===== src/rtl/sc_speed_tick_gen_pkg.sv =====
// Shared definitions for the speed tick generator: FSM encoding and the
// level-dependent period threshold.
package sc_speed_tick_gen_pkg;

  typedef enum logic [1:0] {
    ST_IDLE  = 2'd0,
    ST_RUN   = 2'd1,
    ST_WRAP  = 2'd2,
    ST_PAUSE = 2'd3
  } state_e;

  // Period threshold for a given speed level: base halved per level, never 0
  // so the compare always has something to reach.
  function automatic logic [31:0] thresh(input logic [31:0] base,
                                         input logic [31:0] level);
    logic [31:0] shifted;
    shifted = base >> level;
    return (shifted == 32'd0) ? 32'd1 : shifted;
  endfunction

endpackage


===== src/rtl/sc_press_detect.sv =====
// Falling-edge (press) detector for an active-low, already debounced button.
module sc_press_detect (
  input  logic gclk,
  input  logic grst_n,
  input  logic btn_n,
  output logic press
);

  logic prev_q, prev_d;

  // Remember last cycle's button level.
  always_comb prev_d = btn_n;

  // Previous-level register; idles high (released).
  always_ff @(posedge gclk) begin
    if (!grst_n) prev_q <= 1'b1;
    else         prev_q <= prev_d;
  end

  assign press = prev_q & ~btn_n;

endmodule


===== src/rtl/sc_speed_tick_gen.sv =====
// Speed tick generator: runs the external up-counter, compares it against a
// level-dependent threshold, and emits one-cycle tick/clear pulses per period.
// The speed level is nudged by accel/brake presses while running.
module sc_speed_tick_gen
  import sc_speed_tick_gen_pkg::*;
#(
  parameter int DATAWIDTH   = 23,
  parameter int LEVELWIDTH  = 3,
  parameter int MAX_LEVEL   = 7,
  parameter int BASE_THRESH = 4_000_000
) (
  input  logic                  SC_SPEEDTICK_CLOCK_50,
  input  logic                  SC_SPEEDTICK_RESET_InLow,
  input  logic [DATAWIDTH-1:0]  SC_SPEEDTICK_count_InBUS,
  input  logic                  SC_SPEEDTICK_start_InLow,
  input  logic                  SC_SPEEDTICK_pause_InHigh,
  input  logic                  SC_SPEEDTICK_accel_InLow,
  input  logic                  SC_SPEEDTICK_brake_InLow,
  output logic                  SC_SPEEDTICK_upcount_OutLow,
  output logic                  SC_SPEEDTICK_clear_OutHigh,
  output logic                  SC_SPEEDTICK_tick_OutHigh,
  output logic [LEVELWIDTH-1:0] SC_SPEEDTICK_level_OutBUS
);

  logic gclk, grst_n;
  assign gclk   = SC_SPEEDTICK_CLOCK_50;
  assign grst_n = SC_SPEEDTICK_RESET_InLow;

  state_e                state_q, state_d;
  logic [LEVELWIDTH-1:0] level_q, level_d;
  logic                  upcount_q, upcount_d;
  logic                  tick_q, tick_d;
  logic                  clear_q, clear_d;
  logic [DATAWIDTH-1:0]  thr;
  logic                  accel_press, brake_press;
  logic                  running;

  sc_press_detect u_accel (
    .gclk   (gclk),
    .grst_n (grst_n),
    .btn_n  (SC_SPEEDTICK_accel_InLow),
    .press  (accel_press)
  );

  sc_press_detect u_brake (
    .gclk   (gclk),
    .grst_n (grst_n),
    .btn_n  (SC_SPEEDTICK_brake_InLow),
    .press  (brake_press)
  );

  assign thr     = DATAWIDTH'(thresh(32'(BASE_THRESH), 32'(level_q)));
  assign running = (state_q == ST_RUN) || (state_q == ST_WRAP);

  // Next state; pause outranks the threshold compare in RUN.
  always_comb begin
    state_d = state_q;
    case (state_q)
      ST_IDLE:  if (!SC_SPEEDTICK_start_InLow) state_d = ST_RUN;
      ST_RUN: begin
        if (SC_SPEEDTICK_pause_InHigh)           state_d = ST_PAUSE;
        else if (SC_SPEEDTICK_count_InBUS >= thr) state_d = ST_WRAP;
      end
      ST_WRAP:  state_d = SC_SPEEDTICK_pause_InHigh ? ST_PAUSE : ST_RUN;
      ST_PAUSE: if (!SC_SPEEDTICK_pause_InHigh)  state_d = ST_RUN;
      default:  state_d = ST_IDLE;
    endcase
  end

  // Saturating level update; a simultaneous accel+brake press cancels out.
  always_comb begin
    level_d = level_q;
    if (running) begin
      if (accel_press && !brake_press && level_q != LEVELWIDTH'(MAX_LEVEL))
        level_d = level_q + LEVELWIDTH'(1);
      else if (brake_press && !accel_press && level_q != '0)
        level_d = level_q - LEVELWIDTH'(1);
    end
  end

  // Outputs decoded from the next state so they line up with it once registered.
  always_comb begin
    upcount_d = (state_d != ST_RUN);
    tick_d    = (state_d == ST_WRAP);
    clear_d   = (state_d == ST_WRAP);
  end

  // State, level and output registers.
  always_ff @(posedge gclk) begin
    if (!grst_n) begin
      state_q   <= ST_IDLE;
      level_q   <= '0;
      upcount_q <= 1'b1;
      tick_q    <= 1'b0;
      clear_q   <= 1'b0;
    end else begin
      state_q   <= state_d;
      level_q   <= level_d;
      upcount_q <= upcount_d;
      tick_q    <= tick_d;
      clear_q   <= clear_d;
    end
  end

  assign SC_SPEEDTICK_upcount_OutLow = upcount_q;
  assign SC_SPEEDTICK_tick_OutHigh   = tick_q;
  assign SC_SPEEDTICK_clear_OutHigh  = clear_q;
  assign SC_SPEEDTICK_level_OutBUS   = level_q;

endmodule


===== config.mk =====
export PLATFORM = sky130hd
export DESIGN_NAME = sc_speed_tick_gen
export DESIGN_NICKNAME = d
export VERILOG_FILES = /design/src/rtl/sc_speed_tick_gen_pkg.sv /design/src/rtl/sc_press_detect.sv /design/src/rtl/sc_speed_tick_gen.sv
export SDC_FILE = /design/constraint.sdc
export NUM_CORES = 1
export LEC_CHECK = 0
export ABC_AREA = 1
export CAP_MARGIN = 20
export CORE_MARGIN = 2
export CORE_UTILIZATION = 45
export DETAILED_ROUTE_END_ITERATION = 8
export GPL_ROUTABILITY_DRIVEN = 0
export GPL_TIMING_DRIVEN = 0
export PLACE_DENSITY = 0.77
export SYNTH_ARGS = -nofsm -noshare
export SYNTH_HDL_FRONTEND = slang
export SYNTH_HIERARCHICAL = 1
export SYNTH_SLANG_ARGS = --single-unit

===== constraint.sdc =====
create_clock -name SC_SPEEDTICK_CLOCK_50 -period 2.1 [get_ports SC_SPEEDTICK_CLOCK_50]
set_clock_uncertainty 0.15 [all_clocks]
set_input_delay 0.42 -clock SC_SPEEDTICK_CLOCK_50 [delete_from_list [all_inputs] [get_ports SC_SPEEDTICK_CLOCK_50]]
set_output_delay 0.42 -clock SC_SPEEDTICK_CLOCK_50 [all_outputs]
set_load 0.05 [all_outputs]

# Yosys cells after proc, flatten, opt, wreduce, memory -nomap -nowiden
# Cells that the tools add are included.
dict set report totals {
  input_bits 29
  ff_bits 9
}
dict set report classes {
  reduce_logical 12
  shift 1
  eq_ne 6
  bitwise 4
  add_sub_neg 2
  order_cmp 1
  n_mux 9
}
# operator n
set ops {}
lappend ops {{$logic_not 32->1} 1}
lappend ops {{$shr 22x3->32 const A} 1}
lappend ops {{$ge 23x23->1} 1}
lappend ops {{$mux 23} 1}
lappend ops {{$mux 2} 5}
lappend ops {{$pmux 2 s4} 1}
lappend ops {{$eq 2x2->1 const B} 3}
lappend ops {{$mux 3} 2}
lappend ops {{$logic_and 1x1->1} 4}
lappend ops {{$add 3x1->3 const B} 1}
lappend ops {{$ne 3x3->1 const B} 1}
lappend ops {{$reduce_bool 3->1} 1}
lappend ops {{$sub 3x1->3 const B} 1}
lappend ops {{$and 1x1->1} 2}
lappend ops {{$eq 2x1->1 const B} 1}
lappend ops {{$logic_not 1->1} 2}
lappend ops {{$logic_not 2->1} 1}
lappend ops {{$ne 2x1->1 const B} 1}
lappend ops {{$not 1->1} 2}
lappend ops {{$reduce_and 2->1} 1}
lappend ops {{$reduce_bool 2->1} 1}
lappend ops {{$logic_or 1x1->1} 1}

# Longest topological paths before layout
# Gate-level depths: netlist of the first run.
dict set report depth {
  depth_word 8
  mapped_depth 20
  depth_no_buf 20
}

# Hierarchy
# The synthesis of the first run kept the hierarchy.
# module cells_per_inst instances area_per_inst_um2 seq_area_each_um2
set by_module_without_submodules {}
lappend by_module_without_submodules {sc_speed_tick_gen 203 1 1291.2 140.1}
lappend by_module_without_submodules {sc_press_detect 5 2 35.0 20.0}

# Worst setup path before layout of the first run
# Ideal clock, no wire load.
dict set report synth_timing {
  kind {register to register}
  startpoint {register level_q[0], in the netlist SC_SPEEDTICK_level_OutBUS[0]}
  endpoint {register upcount_q, in the netlist SC_SPEEDTICK_upcount_OutLow}
  arrival_ps 2496
  path_buffers 0
  path_stages_with_launch 21
  setup_slack_ps -659
  setup_time_ps 113
  required_ps 1837
  path_cell_list {dfxtp_1 inv_1 ha_1 nand2_1 inv_1 a21oi_1 ha_1 nand2_1 inv_1 nand2_1 nand2_1 nand2_1 nand2_1 nand2_1 nand4_1 nand2_1 nand2_1 nand2_1 nand2_2 nor2_4 nand2_2}
}
dict set report synth_via {
  elab_chain_len 8
}
# element line
set synth_lines {}
lappend synth_lines {{from (decl)} sc_speed_tick_gen.sv:30} ;# logic [LEVELWIDTH-1:0] level_q, level_d;
lappend synth_lines {{from (signal assigned)} sc_speed_tick_gen.sv:98} ;# level_q <= level_d;
lappend synth_lines {{$shr 22x3->32 (*)} sc_speed_tick_gen_pkg.sv:17} ;# shifted = base >> level;
lappend synth_lines {{$logic_not 32->1} sc_speed_tick_gen_pkg.sv:18} ;# return (shifted == 32'd0) ? 32'd1 : shifted;
lappend synth_lines {{$mux 23 (*)} sc_speed_tick_gen_pkg.sv:18}
lappend synth_lines {{$ge 23x23->1 (*)} sc_speed_tick_gen.sv:62} ;# else if (SC_SPEEDTICK_count_InBUS >= thr) state_d = ST_WRAP;
lappend synth_lines {{$mux 2 (*)} sc_speed_tick_gen.sv:62}
lappend synth_lines {{$mux 2 (*)} sc_speed_tick_gen.sv:61} ;# if (SC_SPEEDTICK_pause_InHigh) state_d = ST_PAUSE;
lappend synth_lines {{$pmux 2 s4 (*)} sc_speed_tick_gen.sv:58} ;# case (state_q)
lappend synth_lines {{$ne 2x1->1 (*)} sc_speed_tick_gen.sv:83} ;# upcount_d = (state_d != ST_RUN);
lappend synth_lines {{to (signal assigned)} sc_speed_tick_gen.sv:99} ;# upcount_q <= upcount_d;
lappend synth_lines {{to (decl)} sc_speed_tick_gen.sv:31} ;# logic upcount_q, upcount_d;
# Every way passes the cells marked *; elsewhere a longest branch is shown, timed or not.
# A chain may end at the register's enable or synchronous reset.

# Worst setup path after layout of the first run
dict set report layout_timing {
  startpoint {register level_q[0], in the netlist SC_SPEEDTICK_level_OutBUS[0]}
  endpoint {register clear_q, in the netlist SC_SPEEDTICK_clear_OutHigh}
}
dict set report layout_via {
  elab_chain_len 8
}
# element line
set layout_lines {}
lappend layout_lines {{$shr 22x3->32 (*)} sc_speed_tick_gen_pkg.sv:17}
lappend layout_lines {{$logic_not 32->1} sc_speed_tick_gen_pkg.sv:18}
lappend layout_lines {{$mux 23 (*)} sc_speed_tick_gen_pkg.sv:18}
lappend layout_lines {{$ge 23x23->1 (*)} sc_speed_tick_gen.sv:62}
lappend layout_lines {{$mux 2 (*)} sc_speed_tick_gen.sv:62}
lappend layout_lines {{$mux 2 (*)} sc_speed_tick_gen.sv:61}
lappend layout_lines {{$pmux 2 s4 (*)} sc_speed_tick_gen.sv:58}
lappend layout_lines {{$eq 2x2->1 (*)} sc_speed_tick_gen.sv:85} ;# clear_d = (state_d == ST_WRAP);
lappend layout_lines {{to (signal assigned)} sc_speed_tick_gen.sv:101} ;# clear_q <= clear_d;
lappend layout_lines {{to (decl)} sc_speed_tick_gen.sv:33} ;# logic clear_q, clear_d;
# Marked as above.

==> results of run 1 <==
[where the power goes]
| group | internal [mW] | total [mW] | switching, mW | leakage (nW) |
|---|---|---|---|---|
| clock | 0.0734 | 0.136 | 0.0625 | 0.0150 |
| sequential | 0.191 | 0.217 | 0.0260 | 0.0763 |
| combinational | 0.277 | 0.604 | 0.327 | 0.945 |
| total | 0.541 | 0.957 | 0.416 | 1.04 |
[cells in the final DEF (no fill, tap or decap), drive strengths merged]
cell type       n
dfxtp           9
dlygate4sd2     2
o31ai           1
fa              1
nand3           5
ha             33
nor3            1
nand2          69
a21boi          2
o21ai           6
xnor2           1
clkbuf          6
clkdlybuf4s50  32
inv            41
conb            1
buf            11
nand4           2
nor2           20
a21oi          13
or2             2
a21o            2
[metal layers]
metal	part of all wire	GRT usage
met1	0.48	0.250
met2	0.48	0.321
met3	0.034	0.0153
met4	0.0079	0.0519
met5	0	0
[stage by stage]
| step | area, um^2 | instances |
|---|---|---|
| 5_1_grt | 2010 | 291 |
| 6_report | 2010 | 291 |
| 3_5_place_dp | 1820 | 278 |
| 2_1_floorplan | 1440 | 213 |
| 3_3_place_gp | 1820 | 278 |
| 4_1_cts | 1950 | 289 |
[layout make-up]
class / instances / area, um^2
Timing Repair Buffer: 43 / 405
Multi-Input combinational cell: 159 / 1140
Inverter: 41 / 174
Clock buffer: 4 / 26.3
Tap cell: 31 / 38.8
Buffer: 4 / 36.3
Sequential cell: 9 / 191
Fill cell: 224 / 795
[logic make-up (layout without fill, tap and decap cells)]
group,Yosys count,in the layout,synth area share
AND/OR/NAND/NOR,99,99,0.306
other,1,1,0.00275
AO/OA/AOI/OAI,24,24,0.100
buffers and inverters,45,92,0.134
XOR/XNOR,1,1,0.00643
flip-flops,9,9,0.132
adder cells (fa/ha/maj),34,34,0.318
[worst max-delay path by stage]
stage	cells after the start	slack, ps	from	end
floorplan	20	-140	SC_SPEEDTICK_level_OutBUS[0]	SC_SPEEDTICK_upcount_OutLow
global placement	16	-310	SC_SPEEDTICK_level_OutBUS[0]	SC_SPEEDTICK_clear_OutHigh
detailed placement	17	-290	SC_SPEEDTICK_level_OutBUS[0]	SC_SPEEDTICK_clear_OutHigh
CTS	19	-240	SC_SPEEDTICK_level_OutBUS[1]	SC_SPEEDTICK_clear_OutHigh
global route	19	-520	SC_SPEEDTICK_level_OutBUS[0]	SC_SPEEDTICK_clear_OutHigh
finish	19	-310	SC_SPEEDTICK_level_OutBUS[0]	SC_SPEEDTICK_clear_OutHigh
[sequential cells by signal, summed over array words and instances (netlist names)]
name,cells
u_brake/prev_q,1
SC_SPEEDTICK_level_OutBUS,3
SC_SPEEDTICK_clear_OutHigh,1
u_accel/prev_q,1
SC_SPEEDTICK_upcount_OutLow,1
state_q,2
[worst register-to-register path, stage by stage, from the launching register on]
cell	delay, ps
dfxtp_4	430
inv_8	60
ha_4	240
inv_2	50
nand2_1	60
ha_1	300
nand2_1	60
inv_1	70
nand2_2	60
nor2_1	80
nand2_1	50
nor2_1	150
nor2_2	60
nand4_1	70
nand2_1	60
nand2_1	60
nand2_1	50
nand2_1	90
nand2_1	70
nor2_1	110
[what timing repair did]
item | 4_1_cts | 5_1_grt
buffers inserted | 7 | 2
pin swaps | 14 | 12
gates resized for setup | 18 | 13
setup endpoints to repair | 5 | 5
==> flow_metrics.py, run 1 <==
metrics = {
    "status": {
        "status": "finished, violations left",
        "violations": "setup timing",
    },
    "clocking": {
        "root_buffer": "clkbuf_4",
        "cts_buffer_depth": 2,
        "path_clk_slew_ps": 60,
        "insertion_delay_ps": 260,
        "h-tree-depth": 1,
        "cts_tree": "done",
        "clock_sinks": 9,
        "postCtsHoldBufs": 0,
        "numCtsBuffers": 3,
    },
    "placed_design": {
        "port_buffers": 34,
        "dp_slack_ps": -295,
        "hpwl_um": 2370,
    },
    "sta": {
        "relSlewSlack": 0.664,
        "setup_slack_ps": -311,
        "slew_violations": 0,
        "report.final.hold_viol_count": 0,
        "worst_slew_pin_slew_ps": 502,
        "setup_violations": 4,
        "rsz0062_at_grt": "true",
        "layout_min_cycle_time_ps": 2410,
        "hold_slack_ps": 522,
        "setup_tns_ps": -1090,
        "period_share": 1.15,
        "fmax_mhz": 415,
    },
    "detailed_routing": {
        "drtAntennaViolNets": 0,
        "avgRoutedWirePerCell_um": 10.5,
        "drtPass1Iterations": 4,
        "drc_errors": 0,
        "vias": 1393,
        "wirelength_um": 3050,
        "drtIter0Drc": 50,
        "viasPerCell": 4.79,
    },
    "logic_synthesis": {
        "syn-num-nets": 276,
        "synth_ff_type": "dfxtp_1",
        "yosysUniqueCellTypes": 28,
        "post-synth-top-area-fraction": 0.303,
        "yosysMostFrequentCell": "nand2_1",
        "syn_avg_cell_area_um2": 6.39,
        "netlist_area_um2": 1360,
        "synth_common_cells": "nand2_1, inv_1, ha_1",
        "syn_inst": 213,
        "async_flop_share": 0,
        "synth.area.top_cells": "ha_1, nand2_1, dfxtp_1, inv_1, a21oi_1",
        "synth_edf_count": 0,
        "ys_seq_area_frac": 0.132,
        "yosys_warnings": 6,
        "ys_seq_elements": 9,
        "yosysTopAreaCell": "ha_1",
    },
    "cells_and_area": {
        "layout.nets": 324,
        "layout-drive-gt1-share": 0.219,
        "n_antenna_cell": 0,
        "area_growth_pct": 47.7,
        "utilization": 0.717,
    },
    "global_routing": {
        "antenna_found_initial": 0,
        "track_usage": 0.186,
        "grt_pass1_vias": 1270,
        "grt_pass1_wl_um": 5120,
        "grt.overflow.total": 0,
        "grt_max_degree": 11,
    },
    "power": {
        "finalPower_uw": 957,
        "ir_drop_v": 0.000442,
        "p_leak_nw": 1.04,
        "pwr_density_cell_nw_per_um2": 476,
    },
    "critical_path": {
        "reg2reg_from": "SC_SPEEDTICK_level_OutBUS[0]",
        "crit_type": "flop to flop",
        "cp_max_fo": 7,
        "crit_chain": "inv_8 > ha_4 > inv_2 > nand2_1 > ha_1 > nand2_1 > inv_1 > nand2_2 > nor2_1 > nand2_1 > nor2_1 > nor2_2 > nand4_1 > nand2_1 > nand2_1 > nand2_1 > nand2_1 > nand2_1 > nor2_1",
        "path_delay_family": "simple AND/OR/NAND/NOR gates",
        "cp.arrival_ps": 2460,
        "critPathLaunchType": "flop",
        "cpMostUsedCell": "nand2_1",
        "r2r_cells": 19,
        "reg2reg_to": "SC_SPEEDTICK_clear_OutHigh",
        "path_buf_inv": 3,
        "critPathRequiredTime_ps": 2150,
        "slowest_delay_ps": 430,
        "r2r_slack_ps": -310,
        "critical_path.endpoint_type": "flop",
        "critPathSlowestCell": "dfxtp_4",
    },
    "min_path": {
        "whs_path_depth": 4,
        "whs_endpoint": "SC_SPEEDTICK_upcount_OutLow",
        "hold_start": "state_q[1]",
        "hold_path_class": "flop to flop",
    },
    "die": {
        "die_w_um": 59,
        "core.rowCount": 19,
        "core_um2": 2810,
        "initial_utilization": 0.485,
        "fp.dieH_um": 59,
        "die-area_um2": 3480,
        "ioPinCount": 35,
    },
    "flow_run": {
        "drv_cap": 0,
    },
}
Note: power is estimated with default switching activity, not from simulation.
==> run 2: changes to the inputs <==
--- a/config.mk
+++ b/config.mk
@@ -6,6 +6,7 @@
 export NUM_CORES = 1
 export LEC_CHECK = 0
 export ABC_AREA = 1
+export ABC_CLOCK_PERIOD_IN_PS = 2100
 export CAP_MARGIN = 20
 export CORE_MARGIN = 2
 export CORE_UTILIZATION = 45
==> results of run 2 <==
No change in the layout: final DEF, timing and power equal those of run 1.
